## config.mk

```make
export PLATFORM = sky130hd
export DESIGN_NAME = qs_fifo_push_arb
export DESIGN_NICKNAME = d
export VERILOG_FILES = /design/src/rtl/qs_fifo_push_arb.sv
export SDC_FILE = /design/constraint.sdc
export NUM_CORES = 1
export LEC_CHECK = 0
export CAP_MARGIN = 20
export CORE_MARGIN = 2
export CORE_UTILIZATION = 35
export DETAILED_ROUTE_END_ITERATION = 16
export GPL_TIMING_DRIVEN = 0
export PLACE_DENSITY = 0.95
export SLEW_MARGIN = 5
export SYNTH_ARGS = -nofsm -noshare
export SYNTH_HDL_FRONTEND = slang
export SYNTH_SLANG_ARGS = --single-unit
```

## constraint.sdc

```tcl
create_clock -name clk -period 5.8 [get_ports clk]
set_clock_uncertainty 0.05 [all_clocks]
set_input_delay 0.87 -clock clk [delete_from_list [all_inputs] [get_ports clk]]
set_output_delay 0.87 -clock clk [all_outputs]
set_load 0.1 [all_outputs]
```

## src/rtl/qs_fifo_push_arb.sv

```systemverilog
// qs_fifo_push_arb
// Packet-aware round-robin arbiter that shares a single qs_fifo write port
// between NUM_REQ valid/ready requesters. A granted beat is forwarded to the
// FIFO push port in the same cycle with its source index. Once the first beat
// of a multi-beat packet is accepted, the grant stays locked to that requester
// until its last beat is accepted.
//
// Ports:
//   clk, reset       clock, synchronous active-high reset
//   req_valid_i      per-requester beat valid
//   req_data_i       per-requester beat data, requester i at [i*DATA_W +: DATA_W]
//   req_last_i       per-requester last-beat flag (qualified by valid)
//   req_ready_o      per-requester beat accepted this cycle
//   full_i           FIFO full flag
//   push_o           FIFO push strobe
//   push_data_o      pushed beat data
//   push_src_o       index of the requester being pushed
//   push_last_o      last flag of the pushed beat
//   grant_o          one-hot current grant, 0 when none
//   busy_o           high while locked to a packet
module qs_fifo_push_arb #(
    parameter int NUM_REQ = 4,
    parameter int DATA_W  = 8,
    localparam int SRC_W  = $clog2(NUM_REQ)
) (
    input  logic                      clk,
    input  logic                      reset,
    input  logic [NUM_REQ-1:0]        req_valid_i,
    input  logic [NUM_REQ*DATA_W-1:0] req_data_i,
    input  logic [NUM_REQ-1:0]        req_last_i,
    output logic [NUM_REQ-1:0]        req_ready_o,
    input  logic                      full_i,
    output logic                      push_o,
    output logic [DATA_W-1:0]         push_data_o,
    output logic [SRC_W-1:0]          push_src_o,
    output logic                      push_last_o,
    output logic [NUM_REQ-1:0]        grant_o,
    output logic                      busy_o
);

    typedef enum logic {
        ARB  = 1'b0,
        LOCK = 1'b1
    } state_t;

    state_t           state, state_nxt;
    logic [SRC_W-1:0] rr_ptr, rr_ptr_nxt;
    logic [SRC_W-1:0] lock_idx, lock_idx_nxt;

    logic [SRC_W-1:0] pick_idx;
    logic             pick_found;
    logic [SRC_W-1:0] gnt_idx;
    logic             gnt_any;
    logic             accept;

    // base + off modulo NUM_REQ, valid for non-power-of-two NUM_REQ
    function automatic logic [SRC_W-1:0] rot_idx(input logic [SRC_W-1:0] base,
                                                 input int unsigned      off);
        int unsigned s;
        s = 32'(base) + off;
        if (s >= 32'(NUM_REQ)) s = s - 32'(NUM_REQ);
        return s[SRC_W-1:0];
    endfunction

    function automatic logic [SRC_W-1:0] next_idx(input logic [SRC_W-1:0] idx);
        return (idx == SRC_W'(NUM_REQ - 1)) ? '0 : idx + 1'b1;
    endfunction

    // Rotating-priority search starting at rr_ptr
    always_comb begin
        pick_found = 1'b0;
        pick_idx   = '0;
        for (int unsigned k = 0; k < NUM_REQ; k++) begin
            if (!pick_found && req_valid_i[rot_idx(rr_ptr, k)]) begin
                pick_found = 1'b1;
                pick_idx   = rot_idx(rr_ptr, k);
            end
        end
    end

    always_comb begin
        gnt_idx = pick_idx;
        gnt_any = pick_found;
        if (state == LOCK) begin
            gnt_idx = lock_idx;
            gnt_any = 1'b1;
        end
        if (reset) gnt_any = 1'b0;
    end

    // Output mux; everything collapses to zero when nothing is granted
    always_comb begin
        grant_o     = '0;
        push_data_o = '0;
        push_last_o = 1'b0;
        push_src_o  = '0;
        if (gnt_any) begin
            push_src_o = gnt_idx;
            for (int unsigned i = 0; i < NUM_REQ; i++) begin
                if (gnt_idx == SRC_W'(i)) begin
                    grant_o[i]  = 1'b1;
                    push_data_o = req_data_i[i*DATA_W +: DATA_W];
                    push_last_o = req_last_i[i];
                end
            end
        end
    end

    assign accept      = (|(grant_o & req_valid_i)) & ~full_i;
    assign push_o      = accept;
    assign req_ready_o = full_i ? '0 : grant_o;
    assign busy_o      = (state == LOCK) & ~reset;

    always_comb begin
        state_nxt    = state;
        rr_ptr_nxt   = rr_ptr;
        lock_idx_nxt = lock_idx;
        if (accept) begin
            if (push_last_o) begin
                state_nxt  = ARB;
                rr_ptr_nxt = next_idx(gnt_idx);
            end else begin
                state_nxt    = LOCK;
                lock_idx_nxt = gnt_idx;
            end
        end
    end

    always_ff @(posedge clk) begin
        if (reset) begin
            state    <= ARB;
            rr_ptr   <= '0;
            lock_idx <= '0;
        end else begin
            state    <= state_nxt;
            rr_ptr   <= rr_ptr_nxt;
            lock_idx <= lock_idx_nxt;
        end
    end

endmodule

```

* Word-level counts from Yosys, hierarchy flattened
Index checks and enable logic that the tools add are counted.
** Operators by class
- Add/subtract/negate cells :: 8
- Reduce and logical (&&, ||, !) cells :: 10
- Bitwise logic cells :: 6
- Eq/ne operators :: 3
- Multiplexer cells :: 42
- $lt $le $gt $ge :: 8
** Operators by type and width (count)
- 8-bit 2-to-1 mux :: 5
- 2-bit 2-to-1 mux :: 11
- 1-bit 2-to-1 mux :: 20
- 2-bit by 3-bit < comparator with 1-bit output, second input constant :: 4
- 3-bit >= comparator, second input constant :: 3
- 1-bit binary-select mux with 2-bit select :: 4
- 4-bit 2-to-1 mux :: 2
- 2-bit by 1-bit subtractor with 2-bit output, second input constant :: 4
- 2-bit by 2-bit adder with 3-bit output, second input constant :: 2
- 4-bit AND :: 1
- 2-bit equality test, second input constant :: 2
- 2-bit AND reduction :: 2
- 4-bit OR reduction :: 1
- 2-bit by 1-bit adder with 3-bit output, second input constant :: 1
- 2-bit by 3-bit >= comparator with 1-bit output, second input constant :: 1
- 1-bit logical AND :: 3
- 1-bit zero test :: 3
- 1-bit inverter :: 3
- 2-bit by 1-bit adder with 2-bit output, second input constant :: 1
- 1-bit AND :: 2
- 2-bit by 1-bit equality test with 1-bit output, second input constant :: 1
- 2-bit zero test :: 1
** Word-level totals
- Word-level logic and storage cells :: 80
- Output and inout port bits :: 21
- Flip-flop bits (word level) :: 5
- Input port bits :: 43

* Longest topological paths before layout
Gate-level depths: netlist (run 1).
- Depth in word-level cells :: 23
- Depth in mapped cells :: 10

* Worst setup path after synthesis (run 1)
No wires, ideal clock.
- Path type :: in2out
- Start point :: input port req_valid_i[1]
- End point :: output port push_data_o[0]
- Data required time :: 4880 ps
- Stages :: 9
- Data arrival time :: 4119 ps
- Setup slack :: 761 ps
- Cells stage by stage :: nand2b_1 -> a31oi_1 -> o41ai_1 -> inv_1 -> ha_1 -> buf_2 -> clkbuf_1 -> a211o_1 -> a21oi_1
** Between the ends
- Longest elaborated chain between the ends :: 19
** Ends and longest elaborated chain
- from (decl) :: RTL line 28 : input logic [NUM_REQ-1:0] req_valid_i,
- 1-bit binary-select mux with 2-bit select :: RTL line 74 : if (!pick_found && req_valid_i[rot_idx(rr_ptr, k)]) begin
- 1-bit 2-to-1 mux (not written as such) :: RTL line 74
- 1-bit 2-to-1 mux :: RTL line 74
- 1-bit zero test :: RTL line 74
- 1-bit logical AND :: RTL line 74
- 1-bit 2-to-1 mux :: RTL line 74
- 1-bit zero test :: RTL line 74
- 1-bit logical AND :: RTL line 74
- (+2 left out)
- 1-bit logical AND :: RTL line 74
- 2-bit 2-to-1 mux (*) :: RTL line 74
- 2-bit 2-to-1 mux (*) :: RTL line 84 : if (state == LOCK) begin
- named net gnt_idx[0] :: RTL line 52 : logic [SRC_W-1:0] gnt_idx;
- 2-bit zero test :: RTL line 100 : if (gnt_idx == SRC_W'(i)) begin
- 8-bit 2-to-1 mux (3 in series) :: RTL line 100
- 8-bit 2-to-1 mux (*) :: RTL line 100
- 8-bit 2-to-1 mux (*) :: RTL line 97 : if (gnt_any) begin
- to (decl) :: RTL line 34 : output logic [DATA_W-1:0] push_data_o,
Mark *: on every way through the listed nets, which the timed path passes. The rest lies on a longest branch. The select of a mux whose other input is x is not followed.

* Worst setup path after layout (run 1)
- Start point :: input port req_valid_i[1]
- End point :: output port req_ready_o[2]
** Between the ends
- Longest elaborated chain between the ends :: 17
** Ends and longest elaborated chain
- 1-bit binary-select mux with 2-bit select :: RTL line 74
- 1-bit 2-to-1 mux (not written as such) :: RTL line 74
- 1-bit 2-to-1 mux :: RTL line 74
- 1-bit zero test :: RTL line 74
- 1-bit logical AND :: RTL line 74
- 1-bit 2-to-1 mux :: RTL line 74
- 1-bit zero test :: RTL line 74
- 1-bit logical AND :: RTL line 74
- (+2 left out)
- 1-bit logical AND :: RTL line 74
- 2-bit 2-to-1 mux (*) :: RTL line 74
- 2-bit 2-to-1 mux (*) :: RTL line 84
- named net gnt_idx[0] :: RTL line 52
- 2-bit equality test (*) :: RTL line 100
- 1-bit 2-to-1 mux (*) :: RTL line 100
- 4-bit 2-to-1 mux (*) :: RTL line 97
- 4-bit 2-to-1 mux (*) :: RTL line 111 : assign req_ready_o = full_i ? '0 : grant_o;
- to (decl) :: RTL line 31 : output logic [NUM_REQ-1:0] req_ready_o,
Marked as above.

==> results.json, run 1 <==
{
  "drcViolationCount": 0,
  "core-area_um2": 2190,
  "antenna_cells": 0,
  "stdcell_count": 209,
  "timing.final.crit_share_pct": 94.0,
  "ir_drop_uv": 557,
  "via_per_inst": 5.37,
  "final_layout_size_suffix_gt1_share_pct": 8.29,
  "path_class": "in -> out",
  "worstPathRequired_ns": 4.88,
  "grt_pass1_wl_um": 4440,
  "clkTransAtPathRegs_ns": 0.05,
  "synthesis.area_um2": 797,
  "htreeDepth": 1,
  "worst_pin_slew_ns": 0.996,
  "track_usage_pct": 22.0,
  "finalSetupViolCount": 0,
  "rsz0062_at_grt": "no",
  "post-route-util_pct": 66.1,
  "relSlewSlack_pct": 33.4,
  "rows": 17,
  "place_area_um2": 1450,
  "synth_edf_count": 0,
  "cp_max_fo": 10,
  "fin_ws_ns": 0.349,
  "cts_setup_buffers": 0,
  "leakagePower_nw": 0.665,
  "chipWidth_um": 51.7,
  "gp_congestion": 0.789,
  "cts_buffers": 3,
  "clockBufferDepth": 2,
  "dpl.cell_count": 205,
  "routedWlPerCell_um": 13.6,
  "ys.flop_type": "dfxtp_1",
  "ys_seq_area_share_pct": 12.6,
  "synth_cell_types": 31,
  "dieArea_um2": 2670,
  "grt_overflow": 0,
  "cts_sinks": 5,
  "wl_um": 2850,
  "grt_pass1_vias": 1048,
  "fin_crit_ns": 5.45,
  "hold_buffers": 0,
  "hold_viol": 0,
  "cts-root-buf": "clkbuf_4",
  "syn-num-nets": 162,
  "drt_iter0_markers": 25,
  "setup_tns_ns": 0,
  "dpl.hpwl_um": 2340,
  "synth_area_per_cell_um2": 6.93,
  "syn_to_final_growth_pct": 81.8,
  "postLayoutCellArea_um2": 1450,
  "status": "completed",
  "yosys_warnings": 0,
  "fin_hold_ws_ns": 0.430,
  "nets": 229,
  "startpoint_type": "input pin",
  "synthArstFlopShare_pct": 0,
  "worstPathArrival_ns": 4.53,
  "syn_inst": 115,
  "grt_max_degree": 11,
  "numPortBuffers": 62,
  "drt-pass1-iter-count": 5,
  "cts_tree": "done",
  "initial_utilization_pct": 36.4,
  "end_kind": "primary output",
  "ys_ff_latch": 5,
  "cap_violations": 0,
  "pin_count": 64,
  "slew_violations": 0,
  "timing.fmax_mhz": 183,
  "antenna_found_initial": 0,
  "clock_latency_ns": 0.26,
  "ant_nets": 0,
  "post-place-ws_ns": -0.0768,
  "worstHoldPathType": "reg -> reg",
  "p_total_mw": 0.820,
  "vias": 1122,
  "die_y_um": 51.7,
  "power-per-cell-area_nw_per_um2": 566
}
[cell usage in the layout (no fill, tap or decap)]
cell type	n
a31oi_1	2
o41ai_1	1
clkbuf_2	8
buf_2	2
nand3_1	1
ha_1	4
nor2_1	6
nand3b_1	1
a311oi_1	1
a211oi_1	2
a211o_1	9
and2_1	9
a22oi_1	2
nand2b_1	4
clkbuf_1	7
clkbuf_4	3
mux2_4	1
mux2i_1	2
or3_1	1
o21ai_0	1
a221o_1	1
dfxtp_1	5
o221ai_1	1
a21o_1	1
o21a_1	2
or4b_4	1
a221oi_1	8
nor3_1	1
nand2_1	11
clkdlybuf4s50_1	50
nor3b_1	2
inv_1	12
a21oi_1	10
nor2b_1	5
dlymetal6s2s_1	4
[timing repair]
| item | CTS | global route |
|---|---|---|
| hold endpoints to repair | 0 | 0 |
| resized for setup | 8 | 20 |
| setup endpoints to repair | 8 | 12 |
[layer usage]
layer	vias to the layer above	track usage [%]	routed length, µm
met5	-	0	0
met4	0	13.2	48
met3	5	2.87	142
met2	48	37.4	1450
met1	520	26.2	1210
li1	549	-	-
[cells by family after synthesis]
| kind of cell | count (synthesis) | share of synthesized area [%] |
|---|---|---|
| buf+inv | 20 | 9.73 |
| flops | 5 | 12.6 |
| compound gates | 41 | 38.3 |
| fa+ha+maj | 4 | 6.28 |
| simple gates | 42 | 28.7 |
| mux | 3 | 4.40 |
[state kept, by name, indices dropped and copies added, names as in the netlist]
name,cells
lock_idx,2
state,1
rr_ptr,2
[path summary, 6_finish.rpt]
kind / depth (start not counted) / endpoint / slack, ns / start
setup / recovery: 10 / req_ready_o[2] / 0.35 / req_valid_i[1]
hold / removal: 2 / lock_idx[1] / 0.43 / lock_idx[1]
setup reg to reg: 9 / rr_ptr[1] / 2.46 / rr_ptr[1]
hold reg to reg: 2 / lock_idx[1] / 0.43 / lock_idx[1]
[where the power goes]
group	switching [mW]	internal (mW)
Sequential	0.0114	0.0440
Combinational	0.519	0.202
Clock	0.0175	0.0262
Total	0.548	0.272
[synth_stat cells, types with 2 or more instances]
master / instances / area (µm²)
a221oi_1: 8 / 70.1
a21oi_1: 10 / 50.1
a211o_1: 9 / 78.8
and2_1: 9 / 56.3
clkbuf_1: 6 / 22.5
a31oi_1: 2 / 12.5
a211oi_1: 2 / 15.0
ha_1: 4 / 50.1
dfxtp_1: 5 / 100
nand2_1: 11 / 41.3
inv_1: 12 / 45.0
nor3b_1: 2 / 15.0
o21a_1: 2 / 15.0
mux2i_1: 2 / 20.0
buf_2: 2 / 10.0
a22oi_1: 2 / 15.0
nor2b_1: 5 / 31.3
nor2_1: 6 / 22.5
nand2b_1: 4 / 25.0
[worst max-delay path: stages]
cell             delay [ns]
clkdlybuf4s50_1        0.57
nand2b_1               0.13
a31oi_1                0.08
o41ai_1                0.78
inv_1                  0.22
ha_1                   0.30
buf_2                  0.19
clkbuf_1               0.22
and2_1                 0.19
clkdlybuf4s50_1        0.97
[area by class of cell]
cell class | instances | area (µm²)
Buffer | 8 | 32.5
Timing Repair Buffer | 62 | 591
Clock buffer | 4 | 26.3
Fill cell | 180 | 742
Tap cell | 28 | 35.0
Sequential cell | 5 | 100
Multi-Input combinational cell | 90 | 619
Inverter | 12 | 45.0
No activity file was read; power rests on OpenSTA's default activity.
==> run 2, diff against run 1 <==
--- a/config.mk
+++ b/config.mk
@@ -9,6 +9,7 @@
 export CORE_MARGIN = 2
 export CORE_UTILIZATION = 35
 export DETAILED_ROUTE_END_ITERATION = 16
+export GPL_ROUTABILITY_DRIVEN = 0
 export GPL_TIMING_DRIVEN = 0
 export PLACE_DENSITY = 0.95
 export SLEW_MARGIN = 5
==> results of run 2 <==
The final DEF is identical to that of run 1; final timing and power are the same.
